<file path="config.mk">
export PLATFORM = sky130hd
export DESIGN_NAME = alu_operand_sequencer
export DESIGN_NICKNAME = d
export VERILOG_FILES = /design/src/rtl/alu_operand_sequencer.sv
export SDC_FILE = /design/constraint.sdc
export NUM_CORES = 1
export LEC_CHECK = 0
export CORE_UTILIZATION = 41
export CTS_BUF_LIST = sky130_fd_sc_hd__clkbuf_8
export CTS_CLUSTER_DIAMETER = 120
export DETAILED_ROUTE_END_ITERATION = 6
export HOLD_SLACK_MARGIN = 0.12
export PLACE_DENSITY = 0.77
export SLEW_MARGIN = 40
export SYNTH_ARGS = -nofsm -noshare
export SYNTH_HDL_FRONTEND = slang
export SYNTH_SLANG_ARGS = --single-unit
export TNS_END_PERCENT = 1
</file>
<file path="constraint.sdc">
create_clock -name clk -period 1.6 [get_ports clk]
set_input_delay 0.24 -clock clk [delete_from_list [all_inputs] [get_ports clk]]
set_output_delay 0.24 -clock clk [all_outputs]
set_load 0.02 [all_outputs]
</file>
<file path="src/rtl/alu_operand_sequencer.sv">
// ----------------------------------------------------------------------------
// alu_operand_sequencer
//
// Feeds the 8-bit ALU core from a shared 8-pin host bus. The host strobes
// load_i once per byte: operand A, operand B, then the opcode (low 3 bits).
// The operands are then held steady while the ALU settles for ALU_LATENCY
// cycles, after which Result/Cout are captured and valid_o is raised.
//
// State table:
//   state  | enc | meaning
//   S_A    | 000 | waiting for operand A byte
//   S_B    | 001 | waiting for operand B byte
//   S_OP   | 010 | waiting for opcode byte
//   S_EXEC | 011 | operands held, counting down the ALU settle time
//   S_DONE | 100 | result captured and held; next byte starts a new A
//
// Ports:
//   clk, rst_n           system clock, async active-low reset
//   data_in[7:0]         host byte, sampled on the internal load pulse
//   load_i               asynchronous host strobe (rising edge = one byte)
//   a_o, b_o, sel_o      registered operands/opcode to the ALU
//   alu_result, alu_cout ALU outputs
//   result_o, cout_o     captured ALU result and carry
//   valid_o              result_o/cout_o hold a completed operation
//   busy_o               high while in S_EXEC
//   overrun_o            sticky: a load arrived during S_EXEC
//   state_o              current state, for debug
// ----------------------------------------------------------------------------
module alu_operand_sequencer #(
    parameter int SYNC_STAGES = 2,
    parameter int ALU_LATENCY = 1
) (
    input  logic       clk,
    input  logic       rst_n,
    input  logic [7:0] data_in,
    input  logic       load_i,
    output logic [7:0] a_o,
    output logic [7:0] b_o,
    output logic [2:0] sel_o,
    input  logic [7:0] alu_result,
    input  logic       alu_cout,
    output logic [7:0] result_o,
    output logic       cout_o,
    output logic       valid_o,
    output logic       busy_o,
    output logic       overrun_o,
    output logic [2:0] state_o
);

    localparam int CNT_W = (ALU_LATENCY < 1) ? 1 : $clog2(ALU_LATENCY + 1);

    typedef enum logic [2:0] {
        S_A    = 3'b000,
        S_B    = 3'b001,
        S_OP   = 3'b010,
        S_EXEC = 3'b011,
        S_DONE = 3'b100
    } state_t;

    state_t                 state_q;
    logic [SYNC_STAGES-1:0] sync_q;
    logic [SYNC_STAGES-1:0] sync_d;
    logic                   edge_q;
    logic                   load_pulse;
    logic [CNT_W-1:0]       cnt_q;
    logic [7:0]             a_q, b_q, result_q;
    logic [2:0]             sel_q;
    logic                   cout_q, valid_q, busy_q, overrun_q;

    // load_i shifts in at bit 0; the oldest sample sits in the MSB.
    assign sync_d     = {sync_q[SYNC_STAGES-2:0], load_i};
    assign load_pulse = sync_q[SYNC_STAGES-1] & ~edge_q;

    always_ff @(posedge clk or negedge rst_n) begin
        if (!rst_n) begin
            sync_q <= '0;
            edge_q <= 1'b0;
        end else begin
            sync_q <= sync_d;
            edge_q <= sync_q[SYNC_STAGES-1];
        end
    end

    always_ff @(posedge clk or negedge rst_n) begin
        if (!rst_n) begin
            state_q   <= S_A;
            cnt_q     <= '0;
            a_q       <= '0;
            b_q       <= '0;
            sel_q     <= '0;
            result_q  <= '0;
            cout_q    <= 1'b0;
            valid_q   <= 1'b0;
            busy_q    <= 1'b0;
            overrun_q <= 1'b0;
        end else begin
            case (state_q)
                S_A: begin
                    if (load_pulse) begin
                        a_q     <= data_in;
                        state_q <= S_B;
                    end
                end
                S_B: begin
                    if (load_pulse) begin
                        b_q     <= data_in;
                        state_q <= S_OP;
                    end
                end
                S_OP: begin
                    if (load_pulse) begin
                        sel_q   <= data_in[2:0];
                        cnt_q   <= CNT_W'(ALU_LATENCY);
                        busy_q  <= 1'b1;
                        state_q <= S_EXEC;
                    end
                end
                S_EXEC: begin
                    // A byte arriving now is dropped; operands stay frozen.
                    if (load_pulse) begin
                        overrun_q <= 1'b1;
                    end
                    if (cnt_q == CNT_W'(1)) begin
                        result_q <= alu_result;
                        cout_q   <= alu_cout;
                        valid_q  <= 1'b1;
                        busy_q   <= 1'b0;
                        state_q  <= S_DONE;
                    end else begin
                        cnt_q <= cnt_q - CNT_W'(1);
                    end
                end
                S_DONE: begin
                    // The byte that ends S_DONE is already the next operand A.
                    if (load_pulse) begin
                        a_q     <= data_in;
                        valid_q <= 1'b0;
                        state_q <= S_B;
                    end
                end
                default: begin
                    state_q <= S_A;
                    busy_q  <= 1'b0;
                end
            endcase
        end
    end

    assign a_o       = a_q;
    assign b_o       = b_q;
    assign sel_o     = sel_q;
    assign result_o  = result_q;
    assign cout_o    = cout_q;
    assign valid_o   = valid_q;
    assign busy_o    = busy_q;
    assign overrun_o = overrun_q;
    assign state_o   = state_q;

endmodule
</file>
==> flow_summary_export.csv, run 1 <==
group,metric,value,unit
synth,synth_cells,97,
routing,drtIter0Drc,20,
grt,grt_pass1_wl,4820,um
clocking,clk_pin_slew_worst_paths,70,ps
worst_setup_path,cp_slowest_cell,"clkdlybuf4s50_1",
die,io_pins,54,
worst_setup_path,r2r_slack,110,ps
run,drv_cap,0,
synth,synthTopCellsByCount,"dfrtp_1 (38), mux2_2 (28), nand2_1 (8)",
clocking,post-cts-setup-buffers,0,
synth,yosysMostFrequentCell,"dfrtp_1",
worst_setup_path,critical_path.top_delay_family,"buffers and inverters",
timing,fin_crit,1510,ps
worst_setup_path,worstPathArrival,1270,ps
grt,top_usage_layer,"met2",
layout,n_fill_cell,293,
timing,fin_setup_tns,0,ps
clocking,cts_tree,"done",
worst_setup_path,critical_path.cell_chain,"clkdlybuf4s50_1",
grt,grt_max_degree,39,
timing,drv_slew,0,
placement,gp_congestion,0.817,
timing,rsz0062_at_grt,"no",
placement,place_ws,58.8,ps
timing,clock_skew,4.88,ps
grt,grtUsageMet2,30.4,%
synth,synth_top_area_share,65.3,%
grt,use_met1,21.4,%
synth,ys_warn_count,0,
synth,syn_area,0.00146,mm2
die,floorplan.initialDensity,43.3,%
synth,synth_area_per_cell,15.0,um2
placement,placed_area,0.00208,mm2
timing,finalHoldViolations,0,
pwr,p_total,4.73,mW
synth,syn-num-nets,117,
layout,n_antenna_cell,0,
worst_setup_path,cp.required,1360,ps
synth,netlist-cell-type-count,19,
worst_setup_path,crit_buf_inv,1,
timing,finalSetupViolCount,0,
timing,finalWorstSetupSlack,89.3,ps
clocking,cts_root_buffer,"clkbuf_8",
die,die_w,61.6,um
timing,max_freq,662,MHz
layout,drive_gt1_share,29.8,%
timing,maxSlewHeadroom,69.7,%
clocking,htree_levels,2,
worst_setup_path,path_max_fanout,2,
synth,synthTopCellsByArea,"dfrtp_1 (65%), mux2_2 (22%), nand2_1 (2.1%)",
clocking,max-clock-path-buffers,2,
die,core_area,0.00336,mm2
routing,drt-total-wl,3060,um
synth,yosysTopAreaCell,"dfrtp_1",
die,die_h,61.6,um
outcome,status,"completed",
synth,synth_flop_cell,"dfrtp_1",
layout,finalNetCount,181,
grt,grt_overflow,0,
routing,dr.pass1.iters,4,
clocking,clk_latency,290,ps
synth,async_flop_share,100,%
die,dieArea,0.00379,mm2
synth,yosysSeqAreaShare,65.3,%
worst_setup_path,path_class,"reg2out",
routing,vias,1008,
worst_setup_path,max_stage_delay,610,ps
placement,io_buffers,53,
synth,synth_edf_count,0,
routing,drt-wirelength-per-cell,14.8,um
clocking,cts_buffers,5,
placement,dp_hpwl,2220,um
timing,max_slew.worst_pin.slew,455,ps
layout,area_growth,51.0,%
worst_setup_path,crit_path_end_kind,"output port",
routing,avgViaCountPerCell,4.87,
grt,grt_pass1_vias,1078,
die,rows,21,
grt,grt_util_met3,8.61,%
routing,ant_nets,0,
timing,period_share,94.4,%
pwr,cellLeakagePower,0.939,nW
pwr,power_per_cell_area,2150,mW/mm2
grt,track_usage,18.7,%
clocking,clock_sinks,38,
layout,design_area,0.00220,mm2
min_path,hold_path.class,"reg2reg",
grt,grt_antenna_before_repair,0,
synth,ys_ff_latch,38,
pwr,ir_drop,1.16,mV
worst_setup_path,cp-start-kind,"register",
timing,hold_slack,350,ps
routing,drc,0,
==> per-layer routing <==
metal | wire, um | share of wire, %
met1 | 1180 | 39
met2 | 1630 | 53
met3 | 204 | 6.7
met4 | 44 | 1.4
met5 | 0 | 0
==> placed cells by master (no fill, tap or decap), types with 2 or more instances in the layout <==
cell type / n
o21ai_0: 2
a21oi_1: 3
dlygate4sd2_1: 3
nor2_1: 2
mux2_2: 28
dfrtp_1: 37
nand2_1: 8
nand3_1: 4
buf_4: 5
clkbuf_8: 6
clkdlybuf4s50_1: 49
==> stage by stage <==
stage | instances | utilization, %
2_1_floorplan | 97 | -
3_3_place_gp | 199 | 61.8
3_5_place_dp | 199 | 61.8
4_1_cts | 207 | 65.3
5_1_grt | 207 | 65.4
6_report | 207 | 65.4
==> worst paths after layout <==
path / start / to / cells past startpoint
max: b_o[2] / b_o[2] / 1
min: sync_q[0] / sync_q[1] / 0
max reg2reg: state_o[0] / b_o[7] / 3
min reg2reg: sync_q[0] / sync_q[1] / 0
max in group asynchronous: rst_n / state_o[1] / 3
min in group asynchronous: rst_n / overrun_o / 3
==> report_power, final <==
group / internal (mW) / leakage (nW) / total [mW] / switching [mW]
clock network: 0.498 / 0.0573 / 0.809 / 0.311
logic: 1.20 / 0.439 / 2.21 / 1.01
registers: 1.40 / 0.443 / 1.71 / 0.306
==> state kept, by name, summed over array words and instances, names as in the netlist <==
name	cells
sel_o	3
overrun_o	1
a_o	8
cout_o	1
sync_q	2
cnt_q	1
state_o	3
busy_o	1
result_o	8
b_o	8
valid_o	1
edge_q	1
==> cell families (layout without fill, tap and decap cells) <==
family	after synthesis	in the layout	share of synthesized area [%]
buffers and inverters	4	68	1.63
AOI/OAI and AO/OA	8	8	3.61
DFF	38	38	65.3
muxes	28	28	21.6
and+or+nand+nor	19	19	7.82
==> timing repair <==
item                                    CTS  global route
gates resized for setup                   4             1
endpoints found under the setup margin    3             8
hold endpoints to repair                 38             0
hold buffers                              1             0
==> layout make-up <==
class | count | area [um2] | share of cell area [%]
clock inverters | 1 | 30.0 | 1.37
inverters | 1 | 3.75 | 0.171
clock buffers | 6 | 82.6 | 3.75
repair buffers | 60 | 589 | 26.8
multi-input cells | 55 | 484 | 22.0
well taps | 46 | 57.6 | 2.62
flip-flops and latches | 38 | 952 | 43.3
Note: power is estimated with default switching activity, not from simulation.
==> inputs of run 2 (changes only) <==
Settings changed: MAX_ROUTING_LAYER set to met4.
==> flow_summary_export.csv, run 2 (synthesis gave the netlist of run 1 again) <==
group,metric,value,unit
outcome,status,"completed",
clocking,clock_sinks,38,
routing,drt-total-wl,3050,um
worst_setup_path,worstPathArrival,1270,ps
worst_setup_path,r2r_slack,110,ps
layout,area_growth,51.0,%
layout,finalNetCount,181,
timing,clock_skew,5.12,ps
min_path,hp-start,"sync_q[0]",
routing,ant_nets,0,
timing,rsz0062_at_grt,"no",
worst_setup_path,critical_path.cell_chain,"clkdlybuf4s50_1",
clocking,cts_buffers,5,
worst_setup_path,cp_slowest_cell,"clkdlybuf4s50_1",
placement,gp_congestion,0.829,
timing,fin_crit,1510,ps
pwr,cellLeakagePower,0.939,nW
worst_setup_path,critical_path.top_delay_family,"buffers and inverters",
grt,track_usage,19.3,%
die,rows,21,
worst_setup_path,path_class,"reg2out",
pwr,power_per_cell_area,2150,mW/mm2
timing,period_share,94.3,%
timing,maxSlewHeadroom,69.6,%
placement,dp.cells,199,
timing,drv_slew,0,
die,dieArea,0.00379,mm2
run,drv_cap,0,
worst_setup_path,crit_path_end_kind,"output port",
worst_setup_path,cp-start-kind,"register",
routing,drtIter0Drc,22,
timing,max_freq,663,MHz
pwr,ir_drop,1.17,mV
layout,final_common_cell,"clkdlybuf4s50_1",
routing,vias,1011,
die,floorplan.initialDensity,43.3,%
clocking,max-clock-path-buffers,2,
timing,finalSetupViolCount,0,
min_path,hold_path.class,"reg2reg",
layout,stdcell_count,207,
layout,final_util,65.4,%
placement,dp_hpwl,2220,um
min_path,hold_depth,0,
worst_setup_path,max_stage_delay,610,ps
pwr,pwr-share-seq,36.1,%
clocking,clk_latency,290,ps
pwr,switching_power,1.62,mW
pwr,clock_power_share,17.1,%
routing,avgViaCountPerCell,4.88,
die,io_pins,54,
timing,finalHoldViolations,0,
pwr,p_sw_share,34.3,%
timing,max_slew.worst_pin.slew,457,ps
pwr,comb_power_share,46.8,%
grt,grt_overflow,0,
worst_setup_path,crit_buf_inv,1,
die,die_h,61.6,um
placement,place_ws,58.8,ps
pwr,internal_power,3.11,mW
routing,dr.pass1.iters,4,
timing,finalWorstSetupSlack,90.7,ps
grt,grt_max_degree,39,
routing,drt-wirelength-per-cell,14.7,um
layout,drive_gt1_share,29.8,%
layout,n_antenna_cell,0,
clocking,cts_tree,"done",
min_path,holdPathEnd,"sync_q[1]",
worst_setup_path,crit_cells,1,
placement,io_buffers,53,
clocking,htree_levels,2,
die,core_area,0.00336,mm2
timing,fin_setup_tns,0,ps
worst_setup_path,r2r-end,"b_o[7]",
die,die_w,61.6,um
worst_setup_path,path_max_fanout,2,
clocking,cts_root_buffer,"clkbuf_8",
grt,grt_pass1_vias,1079,
routing,drc,0,
layout,most-common-layout-cells,"clkdlybuf4s50_1 (49), dfrtp_1 (37), mux2_2 (28)",
worst_setup_path,reg2regPathDepth,3,
worst_setup_path,r2r_start,"state_o[0]",
grt,grt_antenna_before_repair,0,
clocking,clk_pin_slew_worst_paths,70,ps
grt,grt_pass1_wl,4810,um
pwr,p_total,4.73,mW
worst_setup_path,cp.required,1360,ps
run 2: cell counts in the layout (fill, tap and decap cells not counted):
No cell type changed its count.
run 2: repair_timing:
action                     CTS  global route
pin swaps                    0             0
setup buffers                0             0
resized for setup            4             1
hold buffers                 1             0
setup endpoints to repair    3             8
hold endpoints to repair    38             0
run 2: worst reg2reg max path, cell delays in order, from the launching register on:
cell and delay [ps]:
dfrtp_1 510, and2b_1 270, nand3b_2 260, mux2_2 350
run 2: cell type report:
| class | count | area (um2) |
|---|---|---|
| well taps | 46 | 57.6 |
| flip-flops and latches | 38 | 952 |
| clock inverters | 1 | 30.0 |
| clock buffers | 6 | 82.6 |
| multi-input cells | 55 | 484 |
| fillers | 293 | 1160 |
| repair buffers | 60 | 589 |
| inverters | 1 | 3.75 |
run 2: worst max path at each step:
stage	to	start	slack (ps)
final	b_o[2]	b_o[2]	90
after floorplan	result_o[0]	state_o[0]	40
after global routing	b_o[1]	state_o[0]	10
after CTS	b_o[7]	edge_q	60
after global placement	b_o[0]	edge_q	130
after detailed placement	b_o[7]	edge_q	60
run 2: power by group through the flow:
stage	Clock, mW	Sequential, mW	Combinational [mW]
floorplan	0	2.18	0.667
global placement	0	1.69	2.21
detailed placement	0	1.72	2.26
CTS	0.837	1.71	2.24
global route	0.869	1.76	2.36
finish	0.807	1.71	2.21
run 2: metrics by stage:
step / hold WS (ps) / instance area (um2)
3_3_place_gp: 307 / 2080
6_report: 350 / 2200
5_1_grt: 358 / 2200
4_1_cts: 353 / 2200
2_1_floorplan: -55.6 / 1460
3_5_place_dp: 311 / 2080
run 2: layer usage:
| metal | part of all wire, % | track usage (%) | vias up |
|---|---|---|---|
| met2 | 54 | 30.4 | 33 |
| met3 | 4.9 | 6.93 | 5 |
| met4 | 1.1 | 7.62 | 0 |
| met1 | 40 | 22.4 | 505 |
| met5 | 0 | - | - |
| li1 | - | - | 468 |
==> inputs of run 3 (changes only) <==
Settings changed: MAX_ROUTING_LAYER met4 to unset.
==> results of run 3 <==
No change in the layout: final DEF, timing and power equal those of run 1.
